## src/rtl/brightness_ctrl_pkg.sv

```systemverilog
`default_nettype none
// ============================================================================
// Module  : brightness_ctrl_pkg
// Brief   : Shared FSM encoding, brightness limits and clamp helpers.
// Revision: 1.0
// ============================================================================
package brightness_ctrl_pkg;

    typedef enum logic [1:0] {
        IDLE = 2'd0,
        PEND = 2'd1,
        RAMP = 2'd2
    } state_t;

    localparam logic signed [15:0] BR_MIN = -16'sd128;
    localparam logic signed [15:0] BR_MAX = 16'sd127;

    function automatic logic [15:0] clamp_u16(input logic [15:0] v, input logic [15:0] hi);
        return (v > hi) ? hi : v;
    endfunction

    function automatic logic [15:0] clamp_s16(input logic signed [15:0] v,
                                              input logic signed [15:0] lo,
                                              input logic signed [15:0] hi);
        logic signed [15:0] r;
        r = v;
        if (v < lo) r = lo;
        if (v > hi) r = hi;
        return r;
    endfunction

endpackage
`default_nettype wire

```

## src/rtl/brightness_ctrl_ramp_step.sv

```systemverilog
`default_nettype none
// ============================================================================
// Module  : ramp_step
// Brief   : Moves a value toward its target by at most one step.
// Revision: 1.0
// ============================================================================
module ramp_step #(
    parameter bit SIGNED_MODE = 1'b0
) (
    input  logic [15:0] cur_i,
    input  logic [15:0] tgt_i,
    input  logic [15:0] step_i,
    output logic [15:0] nxt_o,
    output logic        done_o
);

    logic signed [16:0] cur_x;
    logic signed [16:0] tgt_x;
    logic signed [16:0] step_x;
    logic signed [16:0] diff;
    logic signed [16:0] nxt_x;

    // One extra bit keeps the difference exact for both interpretations.
    always_comb begin
        cur_x  = SIGNED_MODE ? {cur_i[15], cur_i} : {1'b0, cur_i};
        tgt_x  = SIGNED_MODE ? {tgt_i[15], tgt_i} : {1'b0, tgt_i};
        step_x = {1'b0, step_i};
        diff   = tgt_x - cur_x;
        if (diff > step_x) begin
            nxt_x = cur_x + step_x;
        end else if (diff < -step_x) begin
            nxt_x = cur_x - step_x;
        end else begin
            nxt_x = tgt_x;
        end
        nxt_o  = nxt_x[15:0];
        done_o = (nxt_o == tgt_i);
    end

endmodule
`default_nettype wire

```

## src/rtl/brightness_ctrl.sv

```systemverilog
`default_nettype none
// ============================================================================
// Module  : brightness_ctrl
// Brief   : Frame-synchronous contrast/brightness update with jump or fade.
// Revision: 1.0
// ============================================================================
module brightness_ctrl
    import brightness_ctrl_pkg::*;
#(
    parameter int COE_MULT     = 64,
    parameter int CONTRAST_MAX = 4 * COE_MULT - 1,
    parameter int STEP_C       = 4,
    parameter int STEP_B       = 2
) (
    input  logic        clk,
    input  logic        rst_n,
    input  logic [15:0] cfg_contrast_i,
    input  logic [15:0] cfg_brightness_i,
    input  logic        cfg_ramp_i,
    input  logic        cfg_valid_i,
    output logic        cfg_ready_o,
    input  logic        vs_i,
    output logic [15:0] contrast_o,
    output logic [15:0] brightness_o,
    output logic        upd_o,
    output logic        busy_o
);

    state_t      state_q, state_d;
    logic [15:0] tgt_c_q, tgt_c_d;
    logic [15:0] tgt_b_q, tgt_b_d;
    logic        ramp_q, ramp_d;
    logic        vs_q;
    logic [15:0] contrast_q, contrast_d;
    logic [15:0] brightness_q, brightness_d;
    logic        upd_q, upd_d;

    logic        vs_edge;
    logic [15:0] c_nxt, b_nxt;
    logic        c_done, b_done;

    assign vs_edge = vs_i & ~vs_q;

    ramp_step #(.SIGNED_MODE(1'b0)) u_step_c (
        .cur_i  (contrast_q),
        .tgt_i  (tgt_c_q),
        .step_i (16'(STEP_C)),
        .nxt_o  (c_nxt),
        .done_o (c_done)
    );

    ramp_step #(.SIGNED_MODE(1'b1)) u_step_b (
        .cur_i  (brightness_q),
        .tgt_i  (tgt_b_q),
        .step_i (16'(STEP_B)),
        .nxt_o  (b_nxt),
        .done_o (b_done)
    );

    always_comb begin
        state_d      = state_q;
        tgt_c_d      = tgt_c_q;
        tgt_b_d      = tgt_b_q;
        ramp_d       = ramp_q;
        contrast_d   = contrast_q;
        brightness_d = brightness_q;
        upd_d        = 1'b0;
        case (state_q)
            IDLE: begin
                // A frame edge seen while accepting is deliberately ignored.
                if (cfg_valid_i) begin
                    tgt_c_d = clamp_u16(cfg_contrast_i, 16'(CONTRAST_MAX));
                    tgt_b_d = clamp_s16(cfg_brightness_i, BR_MIN, BR_MAX);
                    ramp_d  = cfg_ramp_i;
                    state_d = PEND;
                end
            end
            PEND, RAMP: begin
                if (vs_edge) begin
                    if (state_q == PEND && !ramp_q) begin
                        contrast_d   = tgt_c_q;
                        brightness_d = tgt_b_q;
                        upd_d        = 1'b1;
                        state_d      = IDLE;
                    end else begin
                        contrast_d   = c_nxt;
                        brightness_d = b_nxt;
                        upd_d        = (c_nxt != contrast_q) || (b_nxt != brightness_q);
                        state_d      = (c_done && b_done) ? IDLE : RAMP;
                    end
                end
            end
            default: state_d = IDLE;
        endcase
    end

    always_ff @(posedge clk or negedge rst_n) begin
        if (!rst_n) begin
            state_q      <= IDLE;
            tgt_c_q      <= 16'(COE_MULT);
            tgt_b_q      <= 16'd0;
            ramp_q       <= 1'b0;
            vs_q         <= 1'b1;
            contrast_q   <= 16'(COE_MULT);
            brightness_q <= 16'd0;
            upd_q        <= 1'b0;
        end else begin
            state_q      <= state_d;
            tgt_c_q      <= tgt_c_d;
            tgt_b_q      <= tgt_b_d;
            ramp_q       <= ramp_d;
            vs_q         <= vs_i;
            contrast_q   <= contrast_d;
            brightness_q <= brightness_d;
            upd_q        <= upd_d;
        end
    end

    assign cfg_ready_o  = (state_q == IDLE);
    assign busy_o       = (state_q != IDLE);
    assign contrast_o   = contrast_q;
    assign brightness_o = brightness_q;
    assign upd_o        = upd_q;

endmodule
`default_nettype wire

```

## config.mk

```make
export PLATFORM = sky130hd
export DESIGN_NAME = brightness_ctrl
export DESIGN_NICKNAME = d
export VERILOG_FILES = /design/src/rtl/brightness_ctrl_pkg.sv /design/src/rtl/brightness_ctrl_ramp_step.sv /design/src/rtl/brightness_ctrl.sv
export SDC_FILE = /design/constraint.sdc
export NUM_CORES = 1
export LEC_CHECK = 0
export ABC_AREA = 1
export CORE_MARGIN = 4
export CORE_UTILIZATION = 55
export CTS_BUF_LIST = sky130_fd_sc_hd__clkbuf_4
export DETAILED_ROUTE_END_ITERATION = 16
export PLACE_DENSITY = 0.76
export SLEW_MARGIN = 20
export SYNTH_ARGS = -nofsm -noshare
export SYNTH_HDL_FRONTEND = slang
export SYNTH_SLANG_ARGS = --single-unit
export TNS_END_PERCENT = 5
```

## constraint.sdc

```tcl
create_clock -name clk -period 3.85 [get_ports clk]
set_input_delay 0.385 -clock clk [delete_from_list [all_inputs] [get_ports clk]]
set_output_delay 0.385 -clock clk [all_outputs]
set_load 0.01 [all_outputs]
```

==> reports/metrics.yaml, run 1 <==
synth_top_cell_area_share_pct: 19.85
crit_path_max_incr_delay_ps: 360
gr-total-overflow: 0
critPathArrivalTime_ps: 3870
setup_slack_ps: 277.8
antenna_found_initial: 0
drt-total-wl_um: 27480
syn_area_sq_um: 8377
ys_ff_latch: 69
required_ps: 4150
drcViolationCount: 0
final_cell_mix: "nand2_1 (439), inv_1 (195), nand3_1 (172)"
drtAntennaViolNets: 0
async_reset_ff_share_pct: 100.0
timing.fmax_mhz: 279.9
numCtsBuffers: 9
start_util_pct: 56.99
clk_path_buf_depth: 2
ys.flop_type: "dfrtp_1"
synth.avg_cell_area_sq_um: 5.833
preCtsSetupSlack_ps: -124.9
setup_viol_count_final: 0
vias: 9653
dr_wl_met3_um: 1460
cts.sinks: 69
synth.area.top_cells: "nand2_1 (20%), dfrtp_1 (20%), nand3_1 (10%)"
via_per_inst: 5.652
utilization_pct: 65.71
relSlewSlack_pct: 31.84
n_antenna_cell: 0
die_h_um: 131.4
outcome: "finished, final reports clean"
synth_cells: 1436
drt-initial-drc-count: 803
finalHoldViolCount: 0
skew_ps: 22.60
finalCritPeriodShare_pct: 92.78
worstPathMaxFanout: 13
yosysSeqAreaShare_pct: 20.66
wl_met1_um: 11340
ys_warn_count: 0
top_layer: "met4"
n_fill_cell: 1466
grt_max_degree: 43
die_w_um: 131.4
syn_to_final_growth_pct: 15.31
wl_met2_um: 13800
drv_cap: 0
cts_root_buffer: "clkbuf_4"
multi_input_area_sq_um: 5640
fp-row-count: 44
synth_top_area_cell: "nand2_1"
synth_fp_nets: 1515
routedWlPerCell_um: 16.09
dieArea_sq_um: 17270
layout_commonest_cell: "nand2_1"
crit_top_cell: "nand2_1"
worst_slew_pin_slew_ps: 1021
rsz0062_at_grt: "true"
cts_tree: "done"
drtPass1Iterations: 6
grt_pass1_vias: 9137
drive_gt1_share_pct: 8.202
cpMaxStageDelayCell: "dfrtp_1"
hp-class: "in -> reg"
start_kind: "flip-flop"
nNetsFinal: 1598
synth_edf_count: 0
gp_congestion: 0.9654
clk_latency_ps: 460
ctsHtreeMaxLevel: 3
regArea_sq_um: 1733
crit_type: "reg -> reg"
grt_pass1_wl_um: 45130
track_usage_pct: 31.29
worst_setup_path_end_kind: "flip-flop"
ios: 72
ys_types: 41
coreArea_sq_um: 14700
io_buffers: 71
drv_slew: 0
path_clk_slew_ps: 110
period_minus_slack_ps: 3572
hpwl_um: 21590
## critical path: cells and delay by family, from the launching register on
family        cells  cell delay, ps
fa+ha+maj         2             590
simple gates     20            2040
buf+inv           4             440
flops             1             360
## worst paths after layout
| check | from | end | slack, ps | depth (start not counted) |
|---|---|---|---|---|
| min reg2reg | ramp_q$_DFFE_PN0P_ | ramp_q$_DFFE_PN0P_ | 510 | 2 |
| max in group asynchronous | rst_n | brightness_o[0]$_DFFE_PN0P_ | 2280 | 3 |
| min | vs_i | vs_q$_DFF_PN1_ | 350 | 1 |
| max | tgt_b_q[0]$_DFFE_PN0P_ | upd_o$_DFF_PN0_ | 280 | 26 |
| min in group asynchronous | rst_n | contrast_o[11]$_DFFE_PN0P_ | 540 | 2 |
| max reg2reg | tgt_b_q[0]$_DFFE_PN0P_ | upd_o$_DFF_PN0_ | 280 | 26 |
## kinds of logic after synthesis
group | after synthesis | share of synthesized area (%)
adders and majority gates | 42 | 6.453
AOI/OAI and AO/OA | 178 | 11.96
xor gates and xnor gates | 50 | 5.228
buffers and inverters | 271 | 12.73
and+or+nand+nor | 826 | 42.97
DFF | 69 | 20.66
## Yosys cell counts (2+ instances only)
| cell | instances |
|---|---|
| inv_2 | 17 |
| nand2_4 | 5 |
| nand4_1 | 43 |
| a22oi_1 | 15 |
| o21ai_1 | 7 |
| o21ai_0 | 79 |
| a21oi_1 | 52 |
| inv_1 | 197 |
| dfstp_2 | 3 |
| nor2_1 | 102 |
| nand2_1 | 443 |
| and2_1 | 8 |
| nand3b_1 | 3 |
| nand3_2 | 2 |
| a21oi_2 | 2 |
| xor2_1 | 46 |
| buf_6 | 4 |
| clkbuf_1 | 32 |
| or2_2 | 4 |
| buf_2 | 6 |
| nor2_2 | 7 |
| buf_4 | 2 |
| clkinv_1 | 11 |
| o22ai_1 | 5 |
| fa_1 | 2 |
| dfrtp_1 | 66 |
| nor3_1 | 18 |
| nand3_1 | 174 |
| ha_1 | 40 |
| nor4_1 | 8 |
| o211ai_1 | 14 |
| nand2_2 | 7 |
| xnor2_1 | 4 |
## state kept, by name (all words and copies together), names as in the netlist
signal	flops
brightness_o	16
contrast_o	16
ramp_q	1
state_q	2
tgt_b_q	16
tgt_c_q	16
upd_o	1
vs_q	1
## per-stage QoR
step / area [sq um] / std cells / setup TNS (ps) / hold WS [ps]
final: 9659 / 1708 / 0 / 352.2
after global routing: 9659 / 1708 / -85.55 / 342.1
after CTS: 9595 / 1706 / 0 / 327.4
after detailed placement: 9445 / 1689 / -187.0 / 485.6
after global placement: 9445 / 1689 / -123.6 / 486.8
after floorplan: 8377 / 1436 / 0 / 89.41
## layout make-up
class                           count  share of cell area (%)
Clock inverter                      4                  0.4404
Timing Repair Buffer              117                   11.04
Clock buffer                       12                  0.9326
Multi-Input combinational cell   1096                   58.39
Inverter                          226                   8.873
Sequential cell                    69                   17.94
Tap cell                          184                   2.383
## what timing repair did
action,in CTS,in global routing
buffers inserted,0,2
cloned,0,0
hold buffers,1,0
endpoints found under the hold margin,23,0
endpoints found under the setup margin,2,6
gates resized for setup,2,16
## layer usage
layer,GRT usage (%),vias to the layer above
met5,0,-
met4,11.14,0
met3,3.670,64
met2,55.99,360
met1,38.91,4415
li1,-,4814
Power of run 1 is not shown: default switching activity piles up to over one toggle a cycle in this logic, so the estimate is an artifact.
==> run 2: changes to the inputs <==
PLACE_DENSITY = not set   (was 0.76)
PLACE_DENSITY_LB_ADDON = 0.25   (was not set)
==> reports/metrics.yaml, run 2 (synthesis gave the netlist of run 1 again) <==
nNetsFinal: 1613  # +0.94%
final_cell_mix: "nand2_1 (440), inv_1 (192), nand3_1 (170)"
start_kind: "flip-flop"
required_ps: 4150  # about the same
hp-class: "in -> async"
dr_wl_met3_um: 1762  # +21%
critPathArrivalTime_ps: 3910  # +40 ps
cts.sinks: 69  # unchanged
coreArea_sq_um: 14700  # unchanged
wl_met2_um: 13670  # -0.96%
crit_type: "reg -> reg"
routedWlPerCell_um: 15.99  # -0.61%
cts_tree: "done"
drv_cap: 0  # unchanged
setup_viol_count_final: 0  # unchanged
antenna_found_initial: 1  # +1
grt_pass1_wl_um: 45130  # unchanged
period_minus_slack_ps: 3605  # +32.77 ps
finalCritPeriodShare_pct: 93.64  # +0.85 points
worst_setup_path_end_kind: "flip-flop"
outcome: "finished, final reports clean"
via_per_inst: 5.780  # +2.3%
relSlewSlack_pct: 33.28  # +1.4 points
skew_ps: 24.64  # +2.037 ps
drcViolationCount: 0  # unchanged
rrSetupSlack_ps: 250  # -30 ps
top_layer: "met4"
numCtsBuffers: 9  # unchanged
gr-total-overflow: 0  # unchanged
drt-total-wl_um: 27570  # +0.32%
io_buffers: 71  # unchanged
finalHoldViolCount: 0  # unchanged
utilization_pct: 66.67  # +0.95 points
ctsHtreeMaxLevel: 3  # unchanged
die_w_um: 131.4  # unchanged
die_h_um: 131.4  # unchanged
ios: 72  # unchanged
start_util_pct: 56.99  # unchanged
cts_root_buffer: "clkbuf_4"
drive_gt1_share_pct: 10.07  # +1.9 points
gp_congestion: 1.026  # +6.3%
track_usage_pct: 31.23  # -0.053 points
syn_to_final_growth_pct: 16.98
worstPathMaxFanout: 11  # -2
vias: 9965  # +3.2%
path_clk_slew_ps: 140  # +30 ps
hpwl_um: 21630  # +0.20%
dieArea_sq_um: 17270  # unchanged
worst_slew_pin_slew_ps: 999.7  # -21.59 ps
drv_slew: 0  # unchanged
layout_commonest_cell: "nand2_1"
fp-row-count: 44  # unchanged
drtPass1Iterations: 6  # unchanged
wl_met1_um: 10820  # -4.6%
grt_pass1_vias: 9382  # +2.7%
timing.fmax_mhz: 277.4  # -0.91%
clk_path_buf_depth: 2  # unchanged
clk_latency_ps: 450  # about the same
drtAntennaViolNets: 0  # unchanged
drt-initial-drc-count: 1177  # +47%
hold_buffers: 0  # -1
grt_max_degree: 70  # +63%
[run 2: cell types whose count changed in the layout (fill, tap and decap cells not counted), sizes merged]
cell	change
clkinvlp	+1
clkinv	+1
clkbuf	-2
diode	+1
buf	+16
dlygate4sd3	-1
[run 2: critical path: stages (launching register included)]
cell and delay (ps):
dfrtp_2 440, ha_2 200, fa_1 400, inv_2 100, nand2_1 80, nand2_2 110, nand3_1 100, nand2_1 100
nand2_1 70, or2_1 240, nand2_1 90, nand2_2 60, nand2_4 140, clkinv_8 100, nand2_4 90, buf_6 170
inv_2 80, nand2_1 100, nand2_1 70, a21oi_1 190, xor2_1 90, nor2_1 180, nand3_1 90, nor2_1 110
nor2_1 40
[run 2: metrics by stage]
stage / setup slack (ps) / hold slack [ps] / std cells / setup TNS [ps] / cell area [sq um]
2_1_floorplan: 573.7 / 89.41 / 1436 / 0 / 8377
3_3_place_gp: -21.93 / 491.6 / 1696 / -21.93 / 9485
3_5_place_dp: -76.80 / 519.3 / 1696 / -115.8 / 9485
4_1_cts: 8.304 / 155.3 / 1713 / 0 / 9639
5_1_grt: -33.41 / 187.2 / 1724 / -58.26 / 9799
6_report: 245.0 / 129.2 / 1724 / 0 / 9799
[run 2: metal layers]
layer / vias up / GRT usage (%)
li1: 4848 / -
met1: 4550 / 37.11
met2: 453 / 54.90
met3: 114 / 3.937
met4: 0 / 16.92
met5: - / 0
[run 2: area by class of cell]
cell class | count | area [sq um]
Multi-Input combinational cell | 1096 | 5653
Fill cell | 1412 | 4900
Sequential cell | 69 | 1737
Timing Repair Buffer | 132 | 1171
Inverter | 226 | 865.8
Tap cell | 184 | 230.2
Clock buffer | 10 | 75.07
Clock inverter | 6 | 65.06
Antenna cell | 1 | 2.502
[run 2: worst paths after layout]
kind | startpoint | endpoint | cells after the start
worst max-delay path | brightness_o[0]$_DFFE_PN0P_ | upd_o$_DFF_PN0_ | 24
min in group clk | vs_i | vs_q$_DFF_PN1_ | 1
worst min register to register | ramp_q$_DFFE_PN0P_ | ramp_q$_DFFE_PN0P_ | 2
max in group asynchronous | rst_n | brightness_o[1]$_DFFE_PN0P_ | 2
worst min-delay path | rst_n | contrast_o[13]$_DFFE_PN0P_ | 2
worst max register to register | brightness_o[0]$_DFFE_PN0P_ | upd_o$_DFF_PN0_ | 24
[run 2: repair_timing]
action                     in CTS  in global routing
setup endpoints to repair       2                  3
buffers inserted                1                 10
pin swaps                       0                  1
cloned                          0                  0
resized for setup               3                 29
Power of run 2 is left out for the same reason.
==> run 3: changes to the inputs <==
CELL_PAD_IN_SITES_DETAIL_PLACEMENT = 0   (was not set)
CELL_PAD_IN_SITES_GLOBAL_PLACEMENT = 1   (was not set)
CORE_UTILIZATION = 42   (was 55)
CTS_CLUSTER_SIZE = 24   (was not set)
==> reports/metrics.yaml, run 3 (synthesis gave the netlist of run 1 again) <==
crit_family: "simple AND/OR/NAND/NOR gates"
syn_to_final_growth_pct: 17.28
hp-class: "in -> async"
drv_cap: 0  # unchanged
required_ps: 4160  # about the same
clk_path_buf_depth: 2  # unchanged
gp_congestion: 0.9201  # -10%
via_per_inst: 5.299  # -8.3%
cpMaxStageDelayCell: "dfrtp_1"
drtPass1Iterations: 6  # unchanged
timing.fmax_mhz: 281.8  # +1.6%
rrSetupSlack_ps: 300  # +60 ps
drt-initial-drc-count: 709  # -40%
drive_gt1_share_pct: 8.795  # -1.3 points
numCtsBuffers: 9  # unchanged
start_kind: "flip-flop"
path_clk_slew_ps: 130  # about the same
nNetsFinal: 1609  # -0.25%
cts_tree: "done"
drcViolationCount: 0  # unchanged
relSlewSlack_pct: 30.73  # -2.6 points
fp-row-count: 51  # +16%
cts_root_buffer: "clkbuf_4"
hold_buffers: 0  # unchanged
ios: 72  # unchanged
critPathArrivalTime_ps: 3860  # -50 ps
hpwl_um: 23080  # +6.7%
grt_pass1_vias: 9044  # -3.6%
rsz0062_at_grt: "false"
coreArea_sq_um: 19530  # +33%
outcome: "finished, final reports clean"
finalCritPeriodShare_pct: 92.18  # -1.5 points
io_buffers: 71  # unchanged
final_cell_mix: "nand2_1 (442), inv_1 (195), nand3_1 (174)"
track_usage_pct: 26.03  # -5.2 points
r2r-end: "upd_o$_DFF_PN0_"
period_minus_slack_ps: 3549  # -56.19 ps
drt-total-wl_um: 28930  # +4.9%
start_util_pct: 42.90  # -14 points
gr-total-overflow: 0  # unchanged
ctsHtreeMaxLevel: 3  # unchanged
crit_path_max_incr_delay_ps: 380  # -60 ps
worst_slew_pin_slew_ps: 1038  # +38.26 ps
crit_type: "reg -> reg"
vias: 9543  # -4.2%
die_w_um: 149.2  # +14%
whs_ps: 55.79  # -73.44 ps
setup_viol_count_final: 0  # unchanged
die_h_um: 149.2  # +14%
worst_setup_path_end_kind: "flip-flop"
skew_ps: 13.04  # -11.59 ps
reg2reg_from: "tgt_b_q[0]$_DFFE_PN0P_"
finalHoldViolCount: 0  # unchanged
layout_commonest_cell: "nand2_1"
antenna_found_initial: 1  # unchanged
drv_slew: 0  # unchanged
rr_worst_depth: 27  # +13%
crit_top_cell: "nand2_1"
routedWlPerCell_um: 16.06  # +0.44%
grt_pass1_wl_um: 46460  # +3.0%
worst-path-buf-inv: 6  # +2
cts.sinks: 69  # unchanged
worstPathMaxFanout: 11  # unchanged
clk_latency_ps: 450  # about the same
grt_max_degree: 70  # unchanged
drtAntennaViolNets: 0  # unchanged
dieArea_sq_um: 22270  # +29%
==> run 3: worst max path at each step <==
stage                                    startpoint         endpoint  slack (ps)  cells after the start
after floorplan           contrast_o[6]$_DFFE_PN1P_  upd_o$_DFF_PN0_         570                     22
after global placement       tgt_b_q[0]$_DFFE_PN0P_  upd_o$_DFF_PN0_          60                     26
after detailed placement     tgt_b_q[0]$_DFFE_PN0P_  upd_o$_DFF_PN0_         -50                     26
after CTS                    tgt_b_q[0]$_DFFE_PN0P_  upd_o$_DFF_PN0_           8                     26
after global routing         tgt_b_q[0]$_DFFE_PN0P_  upd_o$_DFF_PN0_          10                     27
final                        tgt_b_q[0]$_DFFE_PN0P_  upd_o$_DFF_PN0_         300                     27
==> run 3: final cells by class <==
class                   instances  area (sq um)
diodes                          1         2.502
clock buffers                   9         67.56
clock inverters                 7         73.82
fillers                      2181          9702
inverters                     226         858.3
multi-input cells            1096          5618
flip-flops and latches         69          1733
well taps                     265         331.6
repair buffers                128          1140
==> run 3: routing by layer <==
metal	wire [um]	share of wire, %	vias to the layer above	track usage, %
met5	0	0	-	0
met4	1151	4.0	0	10.76
met3	1125	3.9	69	2.613
met2	14310	49	269	45.30
met1	12340	43	4377	32.94
li1	-	-	4828	-
==> run 3: metrics by stage <==
stage | area [sq um] | instances | TNS, ps | setup WS [ps] | util (%)
3_5_place_dp | 9604 | 1779 | -48.45 | -48.45 | 49.19
5_1_grt | 9824 | 1801 | 0 | 12.39 | 50.31
4_1_cts | 9748 | 1795 | 0 | 7.766 | 49.92
6_report | 9824 | 1801 | 0 | 301.2 | 50.31
3_3_place_gp | 9604 | 1779 | 0 | 64.03 | 49.19
2_1_floorplan | 8377 | 1436 | 0 | 573.7 | -
==> run 3: repair_timing <==
item                                    in CTS  in global routing
setup buffers                                0                  5
pin swaps                                    0                  3
endpoints found under the setup margin       1                  4
gates resized for setup                      1                 13
Power of run 3 is left out for the same reason.
